$ cat config.mk
export PLATFORM = sky130hd
export DESIGN_NAME = isram_port
export DESIGN_NICKNAME = d
export VERILOG_FILES = /design/src/rtl/isram_pkg.sv /design/src/rtl/isram_rdhold.sv /design/src/rtl/isram_port.sv
export SDC_FILE = /design/constraint.sdc
export NUM_CORES = 1
export LEC_CHECK = 0
export CORE_AREA = 2 2 137 139
export DETAILED_ROUTE_END_ITERATION = 12
export DIE_AREA = 0 0 139 141
export PLACE_DENSITY = 0.72
export SLEW_MARGIN = 20
export SYNTH_ARGS = -nofsm -noshare
export SYNTH_HDL_FRONTEND = slang
export SYNTH_SLANG_ARGS = --single-unit
$ cat constraint.sdc
create_clock -name clk -period 1.5 [get_ports clk]
set_input_delay 0.3 -clock clk [delete_from_list [all_inputs] [get_ports clk]]
set_output_delay 0.3 -clock clk [all_outputs]
set_load 0.02 [all_outputs]
$ cat src/rtl/isram_pkg.sv
// -----------------------------------------------------------------------------
// isram_pkg
// Shared definitions for the instruction-SRAM port arbiter:
//   - isram_state_e : arbiter state encoding
//   - DATA_W        : SRAM data width (one 64-bit doubleword)
//   - lane_bwe()    : places a 4-bit word byte-enable into the selected half
//   - lane_rdata()  : extracts the selected 32-bit half of a doubleword
// -----------------------------------------------------------------------------
package isram_pkg;

    localparam int unsigned DATA_W = 64;

    typedef enum logic [1:0] {
        ST_IDLE   = 2'd0,
        ST_LS_ACC = 2'd1,
        ST_LS_RSP = 2'd2,
        ST_LS_GAP = 2'd3
    } isram_state_e;

    // hi_i selects the upper 32-bit half (byte lanes 7..4) of the doubleword.
    function automatic logic [7:0] lane_bwe(input logic hi_i, input logic [3:0] be_i);
        logic [7:0] bwe;
        if (hi_i) begin
            bwe = {be_i, 4'b0000};
        end else begin
            bwe = {4'b0000, be_i};
        end
        return bwe;
    endfunction

    function automatic logic [31:0] lane_rdata(input logic hi_i, input logic [63:0] data_i);
        logic [31:0] word;
        if (hi_i) begin
            word = data_i[63:32];
        end else begin
            word = data_i[31:0];
        end
        return word;
    endfunction

endpackage

$ cat src/rtl/isram_rdhold.sv
// -----------------------------------------------------------------------------
// isram_rdhold
// Fetch read-data path. In the cycle after a fetch access the SRAM output is
// passed straight through; the same value is captured so the fetch unit keeps
// seeing it until the next fetch access completes.
//   clk, cpurst_n : clock, synchronous active-low reset
//   issue_i       : a fetch access is presented to the SRAM this cycle
//   rdata_i       : SRAM read data
//   data_o        : instruction data towards the fetch unit
// -----------------------------------------------------------------------------
module isram_rdhold
    import isram_pkg::*;
(
    input  logic              clk,
    input  logic              cpurst_n,
    input  logic              issue_i,
    input  logic [DATA_W-1:0] rdata_i,
    output logic [DATA_W-1:0] data_o
);

    logic              valid_q;
    logic [DATA_W-1:0] hold_q;

    // Track the fetch-data cycle and capture the returned doubleword in it.
    always_ff @(posedge clk) begin
        if (!cpurst_n) begin
            valid_q <= 1'b0;
            hold_q  <= {DATA_W{1'b0}};
        end else begin
            valid_q <= issue_i;
            if (valid_q) begin
                hold_q <= rdata_i;
            end
        end
    end

    // Live SRAM data in the fetch-data cycle, held copy otherwise.
    always_comb begin
        data_o = {DATA_W{1'b0}};
        if (!cpurst_n) begin
            data_o = {DATA_W{1'b0}};
        end else if (valid_q) begin
            data_o = rdata_i;
        end else begin
            data_o = hold_q;
        end
    end

endmodule

$ cat src/rtl/isram_port.sv
// -----------------------------------------------------------------------------
// isram_port
// Shares one single-port synchronous instruction SRAM between the fetch unit
// and the load/store unit. Load/store wins a simultaneous request, and after
// every load/store transaction one gap slot is reserved for fetch.
//   clk, cpurst_n              : clock, synchronous active-low reset
//   isram_cs, isram_adr        : fetch read request and doubleword address
//   instr_fromsram             : fetch data (latency 1, then held)
//   lr_req/we/adr/be/wdata     : load/store request, held until lr_ack
//   lr_ack, lr_rdata, lr_err   : completion pulse, load data, range error
//   lr_isram_cs                : load/store currently owns the SRAM port
//   sram_*                     : SRAM macro interface
// -----------------------------------------------------------------------------
module isram_port
    import isram_pkg::*;
#(
    parameter int unsigned ADDR_W = 13,
    parameter logic [31:0] BASE   = 32'h0000_0000
) (
    input  logic              clk,
    input  logic              cpurst_n,
    input  logic              isram_cs,
    input  logic [31:3]       isram_adr,
    output logic [DATA_W-1:0] instr_fromsram,
    input  logic              lr_req,
    input  logic              lr_we,
    input  logic [31:2]       lr_adr,
    input  logic [3:0]        lr_be,
    input  logic [31:0]       lr_wdata,
    output logic              lr_ack,
    output logic [31:0]       lr_rdata,
    output logic              lr_err,
    output logic              lr_isram_cs,
    output logic              sram_ce,
    output logic              sram_we,
    output logic [ADDR_W-1:0] sram_adr,
    output logic [7:0]        sram_bwe,
    output logic [DATA_W-1:0] sram_wdata,
    input  logic [DATA_W-1:0] sram_rdata
);

    isram_state_e      state_q;
    logic              we_q;
    logic              err_q;
    logic              lane_q;
    logic [ADDR_W-1:0] adr_q;
    logic [3:0]        be_q;
    logic [31:0]       wdata_q;

    logic [31:0]       lr_off_s;
    logic              lr_oor_s;
    logic              fetch_go_s;
    logic              ls_go_s;
    logic              unused_s;

    // Byte offset from the SRAM base; anything beyond the array is an error.
    assign lr_off_s = {lr_adr, 2'b00} - BASE;
    assign lr_oor_s = (lr_off_s >> (ADDR_W + 3)) != 32'd0;
    assign unused_s = ^isram_adr[31:ADDR_W+3];

    // Fetch is served in IDLE when no load/store competes, and always in GAP.
    assign fetch_go_s = cpurst_n && isram_cs &&
                        (((state_q == ST_IDLE) && !lr_req) || (state_q == ST_LS_GAP));
    assign ls_go_s    = cpurst_n && (state_q == ST_LS_ACC) && !err_q;

    // Arbiter FSM; the load/store request is captured when it is accepted.
    always_ff @(posedge clk) begin
        if (!cpurst_n) begin
            state_q <= ST_IDLE;
            we_q    <= 1'b0;
            err_q   <= 1'b0;
            lane_q  <= 1'b0;
            adr_q   <= {ADDR_W{1'b0}};
            be_q    <= 4'b0000;
            wdata_q <= 32'h0000_0000;
        end else begin
            case (state_q)
                ST_IDLE: begin
                    if (lr_req) begin
                        state_q <= ST_LS_ACC;
                        we_q    <= lr_we;
                        err_q   <= lr_oor_s;
                        lane_q  <= lr_adr[2];
                        adr_q   <= lr_adr[ADDR_W+2:3];
                        be_q    <= lr_be;
                        wdata_q <= lr_wdata;
                    end
                end
                ST_LS_ACC: begin
                    if (we_q || err_q) begin
                        state_q <= ST_LS_GAP;
                    end else begin
                        state_q <= ST_LS_RSP;
                    end
                end
                ST_LS_RSP: state_q <= ST_LS_GAP;
                ST_LS_GAP: state_q <= ST_IDLE;
                default:   state_q <= ST_IDLE;
            endcase
        end
    end

    // SRAM command: load/store access in LS_ACC, otherwise a granted fetch.
    always_comb begin
        sram_ce    = 1'b0;
        sram_we    = 1'b0;
        sram_adr   = isram_adr[ADDR_W+2:3];
        sram_bwe   = 8'h00;
        sram_wdata = {wdata_q, wdata_q};
        if (ls_go_s) begin
            sram_ce  = 1'b1;
            sram_we  = we_q;
            sram_adr = adr_q;
            if (we_q) begin
                sram_bwe = lane_bwe(lane_q, be_q);
            end else begin
                sram_bwe = 8'h00;
            end
        end else if (fetch_go_s) begin
            sram_ce = 1'b1;
        end else begin
            sram_ce = 1'b0;
        end
    end

    // Load/store response; data and error are forced low outside lr_ack.
    always_comb begin
        lr_ack      = 1'b0;
        lr_err      = 1'b0;
        lr_rdata    = 32'h0000_0000;
        lr_isram_cs = 1'b0;
        if (!cpurst_n) begin
            lr_ack = 1'b0;
        end else begin
            case (state_q)
                ST_LS_ACC: begin
                    lr_isram_cs = 1'b1;
                    lr_ack      = we_q || err_q;
                    lr_err      = err_q;
                end
                ST_LS_RSP: begin
                    lr_isram_cs = 1'b1;
                    lr_ack      = 1'b1;
                    lr_rdata    = lane_rdata(lane_q, sram_rdata);
                end
                default: begin
                    lr_isram_cs = 1'b0;
                end
            endcase
        end
    end

    isram_rdhold u_rdhold (
        .clk      (clk),
        .cpurst_n (cpurst_n),
        .issue_i  (fetch_go_s),
        .rdata_i  (sram_rdata),
        .data_o   (instr_fromsram)
    );

endmodule

==> results of run 1 <==
state kept, by name (all words and copies together) (netlist names):
name	cells
u_rdhold.hold_q	64
wdata_q	32
adr_q	13
be_q	4
state_q	2
err_q	1
lane_q	1
u_rdhold.valid_q	1
we_q	1
cell families after synthesis:
group,count (synthesis)
adder cells (fa/ha/maj),4
multiplexers,110
buffers and inverters,76
AO/OA/AOI/OAI,57
AND/OR/NAND/NOR,225
flip-flops,119
cells in the mapped netlist:
master	number
a21boi_0	51
a31oi_1	1
and2_1	10
and3_1	2
buf_1	1
buf_2	13
buf_4	42
buf_6	1
clkbuf_1	14
dfxtp_1	119
ha_1	4
inv_1	5
mux2_2	5
mux2_4	8
mux2i_1	97
nand2_1	106
nand3b_4	1
nor2_1	34
nor2b_1	66
nor3_1	2
nor4_1	4
o211ai_1	1
o21a_1	2
o21ai_0	1
o311a_1	1
cell type report:
cell class | instances | area, µm² | area share (%)
tap | 234 | 293 | 2.52
sequential | 119 | 2390 | 20.6
inverter | 5 | 21.3 | 0.183
clock inverter | 13 | 144 | 1.24
multi-input combinational | 397 | 3270 | 28.2
timing repair buffer | 483 | 5020 | 43.2
clock buffer | 19 | 464 | 4.00
metal layers:
metal	up-vias	part of all wire [%]
li1	2784	-
met1	2780	39
met2	277	51
met3	47	7.7
met4	0	3.2
met5	-	0
power breakdown:
part,internal [mW],leakage [nW],switching (mW),total [mW]
registers,3.62,0.972,0.303,3.93
logic,3.92,3.71,3.45,7.37
clock network,2.60,0.287,1.59,4.19
total,10.1,4.97,5.34,15.5
what timing repair did:
| item | in CTS | in global routing |
|---|---|---|
| pin swaps | 10 | 36 |
| gates cloned | 13 | 7 |
| gates resized for setup | 824 | 187 |
| buffers inserted | 66 | 32 |
| setup endpoints to repair | 218 | 162 |
worst max-delay path, cell delays in order (launching register included):
cell and delay [ps]:
dfxtp_2 330, inv_2 80, ha_4 140, nand3b_4 170, buf_12 210, mux2_4 310, buf_6 130
worst max path at each step:
stage                              end  slack (ps)  cells past startpoint       start
final                      sram_adr[2]        -570                      6  state_q[1]
after global routing       sram_adr[2]        -640                      6  state_q[1]
after CTS                  sram_adr[2]        -580                      6  state_q[1]
after detailed placement   sram_bwe[1]        -610                      6  state_q[0]
after global placement     sram_bwe[5]        -580                      6  state_q[0]
after floorplan           sram_adr[10]          -1                      5  state_q[1]
stage by stage:
step / util, % / setup WS, ps / area, µm² / hold slack, ps / setup TNS [ps]
after floorplan: - / -1.08 / 5550 / 441 / -9.49
after global placement: 50.3 / -583 / 9190 / 450 / -58380
after detailed placement: 50.3 / -606 / 9190 / 458 / -60660
after CTS: 59.7 / -579 / 10900 / 417 / -53300
after global routing: 63.5 / -642 / 11600 / 421 / -58730
final: 63.5 / -572 / 11600 / 434 / -48440
==> metrics.yaml, run 1 <==
numCtsBuffers: 17
path_max_fanout: 7
synth_top_family_by_area: "multiplexers"
io-pin-count: 350
hold_buffers: 0
core-area_um2: 18300
drc: 0
worstReg2RegEnd: "state_q[0]"
rsz0062_at_grt: "yes"
synthDistinctLibCells: 25
total_power_mw: 15.5
hold_violations: 0
die_w_um: 139
min_delay_path_depth: 3
clock_path_buffers: 2
finalClockSkew_ps: 5.95
final_common_cell: "clkdlybuf4s50_1"
synth_top_area_share_pct: 43.0
dr.pass1.iters: 4
antenna_cells: 0
maxSlewHeadroom_pct: 71.1
end_kind: "output pin"
hp-start: "lr_wdata[5]"
met1_usage_pct: 23.6
report.final.setup_viol: 123
start_util_pct: 30.3
insertion_delay_ps: 400
yosys-top-cells-area: "dfxtp_1 43%, mux2i_1 18%, nor2b_1 7.5%, nand2_1 7.2%, a21boi_0 6.9%"
powerDensity_nw_per_um2: 1340
cts_sinks: 119
fin_cells: 1270
dp_hpwl_um: 13400
critPathKind: "register to output pin"
synthXorXnorAreaFrac_pct: 0
yosys.area.top_type: "dfxtp_1"
syn_inst: 591
crit_required_ps: 1200
cts_root_buffer: "clkbuf_16"
antenna_found_initial: 0
worst_ep_arrival_time_ps: 1770
worst_slew_pin_slew_ps: 430
rows: 50
syn-cell-area_um2: 5540
grt_pass1_wl_um: 32100
drive_gt1_share_pct: 39.9
setup_slack_ps: -572
placedCellCount: 1127
reg2reg_setup_slack_ps: -20
yosysWarnings: 0
min_period_ps: 2070
holdPathEnd: "wdata_q[5]"
grt_overflow: 0
synthSimpleGateAreaFrac_pct: 19.3
start_kind: "register"
cts.clk_slew.worst_paths_ps: 60
synth_compound_area_share_pct: 7.70
rr_worst_depth: 8
cts_max_level: 4
max_freq_ghz: 0.483
synth_mux_area_share_pct: 20.7
top_usage_layer: "met2"
grt_max_degree: 71
ys_ff_latch: 119
irDropWorstVdd_v: 0.000798
rr_startpoint: "state_q[1]"
num_vias: 5888
avgViaCountPerCell: 4.64
cts_tree: "built"
die_area_um2: 19600
die_y_um: 141
syn2layout_area_growth_pct: 109
portBuffers: 333
final_max_slew_viol_count: 0
wire_per_inst_um: 18.2
drtIter0Drc: 157
maxCapViolations: 0
use_met2_pct: 37.4
synthAdderAreaFrac_pct: 0.903
synth_nets: 759
synth.avg_cell_area_um2: 9.38
p_leak_nw: 4.97
track_usage_pct: 20.9
yosysSeqAreaShare_pct: 43.0
status: "finished, violations left"
final_cell_mix: "146 x clkdlybuf4s50_1, 129 x buf_4, 115 x dfxtp_1"
fill_cells: 1421
wl_um: 23100
finalNetCount: 1191
first_global_vias: 5795
min_path_type: "primary input to register"
violations: "setup timing"
place.gp.congestion: 0.781
period_share_pct: 138
antenna_left: 0
grt_util_met3_pct: 7.13
Note: power is estimated with default switching activity, not from simulation.
==> inputs of run 2 (changes only) <==
--- a/config.mk
+++ b/config.mk
@@ -5,10 +5,11 @@
 export SDC_FILE = /design/constraint.sdc
 export NUM_CORES = 1
 export LEC_CHECK = 0
+export CAP_MARGIN = 20
 export CORE_AREA = 2 2 137 139
 export DETAILED_ROUTE_END_ITERATION = 12
 export DIE_AREA = 0 0 139 141
-export PLACE_DENSITY = 0.72
+export PLACE_DENSITY = 0.74
 export SLEW_MARGIN = 20
 export SYNTH_ARGS = -nofsm -noshare
 export SYNTH_HDL_FRONTEND = slang
==> run 2 against run 1 <==
  * Critical endpoint is now sram_adr[7]
  * First-iteration DRC count shrank 3.8%
  * Core utilization shrank 3.2 points
  * The flow still finishes with violations (setup timing)
  * Count of clock-buffer cells in the layout grew 3
==> metrics.yaml, run 2 (synthesized netlist as in run 1, its figures left out) <==
cts_max_level: 4  # unchanged
core-area_um2: 18300  # unchanged
track_usage_pct: 21.1  # was 20.9%
start_kind: "register"  # unchanged
grt_overflow: 0  # unchanged
dp_hpwl_um: 14100  # was 13400 µm
grt_max_degree: 56  # was 71
p_switching_mw: 4.89  # was 5.34 mW
worst_slew_pin_slew_ps: 392  # was 430 ps
top_regs: "u_rdhold.hold_q (64), wdata_q (32), adr_q (13)"  # unchanged
clock_path_buffers: 2  # unchanged
cts_root_buffer: "clkbuf_16"  # unchanged
max_stage_delay_ps: 320  # was 330 ps
finalNetCount: 1186  # was 1191
powerDensity_nw_per_um2: 1340  # about the same
maxSlewHeadroom_pct: 73.6  # was 71.1%
placed_cell_area_um2: 9270  # was 9190 µm²
first_global_vias: 5643  # was 5795
wire_per_inst_um: 17.3  # was 18.2 µm
max_freq_ghz: 0.482  # was 0.483 GHz
dr.pass1.iters: 5  # was 4
wl_um: 21900  # was 23100 µm
min_path_type: "primary input to register"  # unchanged
rows: 50  # unchanged
end_kind: "output pin"  # unchanged
syn2layout_area_growth_pct: 99.0  # was 109%
regMostFlops: "u_rdhold.hold_q"  # unchanged
setup_slack_ps: -574  # was -572 ps
cts_sinks: 119  # unchanged
combPwrFrac_pct: 46.2  # was 47.6%
p_leak_nw: 4.82  # was 4.97 nW
p_sw_share_pct: 33.2  # was 34.5%
avgViaCountPerCell: 4.54  # was 4.64
antenna_left: 0  # unchanged
die_area_um2: 19600  # unchanged
die_y_um: 141  # unchanged
min_period_ps: 2070  # about the same
irDropWorstVdd_v: 0.000750  # was 0.000798 V
place.gp.congestion: 0.801  # was 0.781
cts_tree: "built"  # unchanged
num_vias: 5734  # was 5888
hold_violations: 0  # unchanged
cp.buffers_inverters: 4  # was 3
finalInstanceArea_um2: 11000  # was 11600 µm²
path_cells: "inv_2 -> ha_4 -> nand3b_4 -> buf_12 -> buf_16 -> mux2_4 -> buf_6"  # was inv_2 -> ha_4 -> nand3b_4 -> buf_12 -> mux2_4 -> buf_6
drive_gt1_share_pct: 36.0  # was 39.9%
antenna_cells: 0  # unchanged
final_max_slew_viol_count: 0  # unchanged
drc: 0  # unchanged
seq_power_share_pct: 26.5  # was 25.4%
crit_required_ps: 1200  # about the same
setup_tns_ps: -51520  # was -48440 ps
final_cell_mix: "161 x buf_4, 146 x clkdlybuf4s50_1, 115 x dfxtp_1"  # was 146 x clkdlybuf4s50_1, 129 x buf_4, 115 x dfxtp_1
clkPwrFrac_pct: 27.2  # was 27.0%
worst_ep_arrival_time_ps: 1770  # about the same
crit_family: "buffers and inverters"  # unchanged
hold_buffers: 0  # unchanged
grt_pass1_wl_um: 32000  # was 32100 µm
path_max_fanout: 6  # was 7
antenna_found_initial: 0  # unchanged
final_common_cell: "buf_4"  # was clkdlybuf4s50_1
finalClockSkew_ps: 15.5  # was 5.95 ps
intPower_mw: 9.86  # was 10.1 mW
status: "finished, violations left"  # unchanged
die_w_um: 139  # unchanged
drtIter0Drc: 151  # was 157
total_power_mw: 14.7  # was 15.5 mW
largest_reg_flops: 64  # unchanged
hold-worst-slack_ps: 230  # was 434 ps
io-pin-count: 350  # unchanged
period_share_pct: 138  # about the same
start_util_pct: 30.3  # unchanged
critPathKind: "register to output pin"  # unchanged
rsz0062_at_grt: "yes"  # unchanged
portBuffers: 333  # unchanged
numCtsBuffers: 17  # unchanged
cts.clk_slew.worst_paths_ps: 60  # about the same
insertion_delay_ps: 410  # was 400 ps
report.final.setup_viol: 157  # was 123
maxCapViolations: 0  # unchanged
slowest_stage: "dfxtp_2"  # unchanged
violations: "setup timing"  # unchanged
## run 2: changes by cell type in the layout (fill, tap and decap cells not counted), sizes merged
cell / delta
and2: -1
inv: -2
buf: -1
clkinvlp: -2
## run 2: final timing paths
path	depth (start not counted)	start	endpoint	slack (ps)
worst max-delay path	7	state_q[1]	sram_adr[7]	-570
worst min-delay path	2	cpurst_n	state_q[0]	230
worst max register to register	12	state_q[0]	u_rdhold.valid_q	-250
worst min register to register	2	adr_q[7]	adr_q[7]	460
## run 2: routing by layer
| layer | up-vias | GRT usage [%] | wire (µm) |
|---|---|---|---|
| li1 | 2782 | - | - |
| met1 | 2675 | 23.9 | 8640 |
| met2 | 260 | 38.2 | 11200 |
| met3 | 17 | 7.27 | 1700 |
| met4 | 0 | 5.00 | 323 |
| met5 | - | 0 | 0 |
## run 2: power by group through the flow
| stage | logic (mW) | clock network (mW) | registers [mW] |
|---|---|---|---|
| 2_1_floorplan | 2.65 | 0 | 4.08 |
| 3_3_place_gp | 5.26 | 0 | 3.95 |
| 3_5_place_dp | 5.30 | 0 | 3.96 |
| 4_1_cts | 6.39 | 4.08 | 3.91 |
| 5_1_grt | 7.22 | 4.26 | 3.97 |
| 6_report | 6.82 | 4.01 | 3.91 |
## run 2: stage by stage
step / utilization (%) / setup slack, ps / cells
6_report: 60.4 / -574 / 1264
5_1_grt: 60.4 / -646 / 1264
4_1_cts: 57.7 / -593 / 1234
3_5_place_dp: 50.7 / -560 / 1136
3_3_place_gp: 50.7 / -540 / 1136
2_1_floorplan: - / -1.08 / 591
## run 2: layout make-up
class | count | area, µm²
Fill cell | 1562 | 7240
Timing Repair Buffer | 479 | 4820
Multi-Input combinational cell | 396 | 2930
Sequential cell | 119 | 2390
Clock buffer | 22 | 474
Tap cell | 234 | 293
Clock inverter | 9 | 100
Inverter | 5 | 18.8
## run 2: timing repair
item | CTS | global route
endpoints found under the setup margin | 238 | 182
setup buffers | 56 | 32
cloned | 11 | 2
pin swaps | 7 | 4
resized for setup | 784 | 92
## run 2: worst reg2reg max path: cells and delay by family, from the launching register on
family,cells,cell delay (ps)
AND/OR/NAND/NOR,1,150
AO/OA/AOI/OAI,1,100
flip-flops,1,360
buffers and inverters,9,970
adder cells (fa/ha/maj),1,140
==> inputs of run 3 (changes only) <==
--- a/config.mk
+++ b/config.mk
@@ -5,7 +5,6 @@
 export SDC_FILE = /design/constraint.sdc
 export NUM_CORES = 1
 export LEC_CHECK = 0
-export CAP_MARGIN = 20
 export CORE_AREA = 2 2 137 139
 export DETAILED_ROUTE_END_ITERATION = 12
 export DIE_AREA = 0 0 139 141
==> results of run 3 <==
The final DEF is identical to that of run 2; final timing and power are the same.
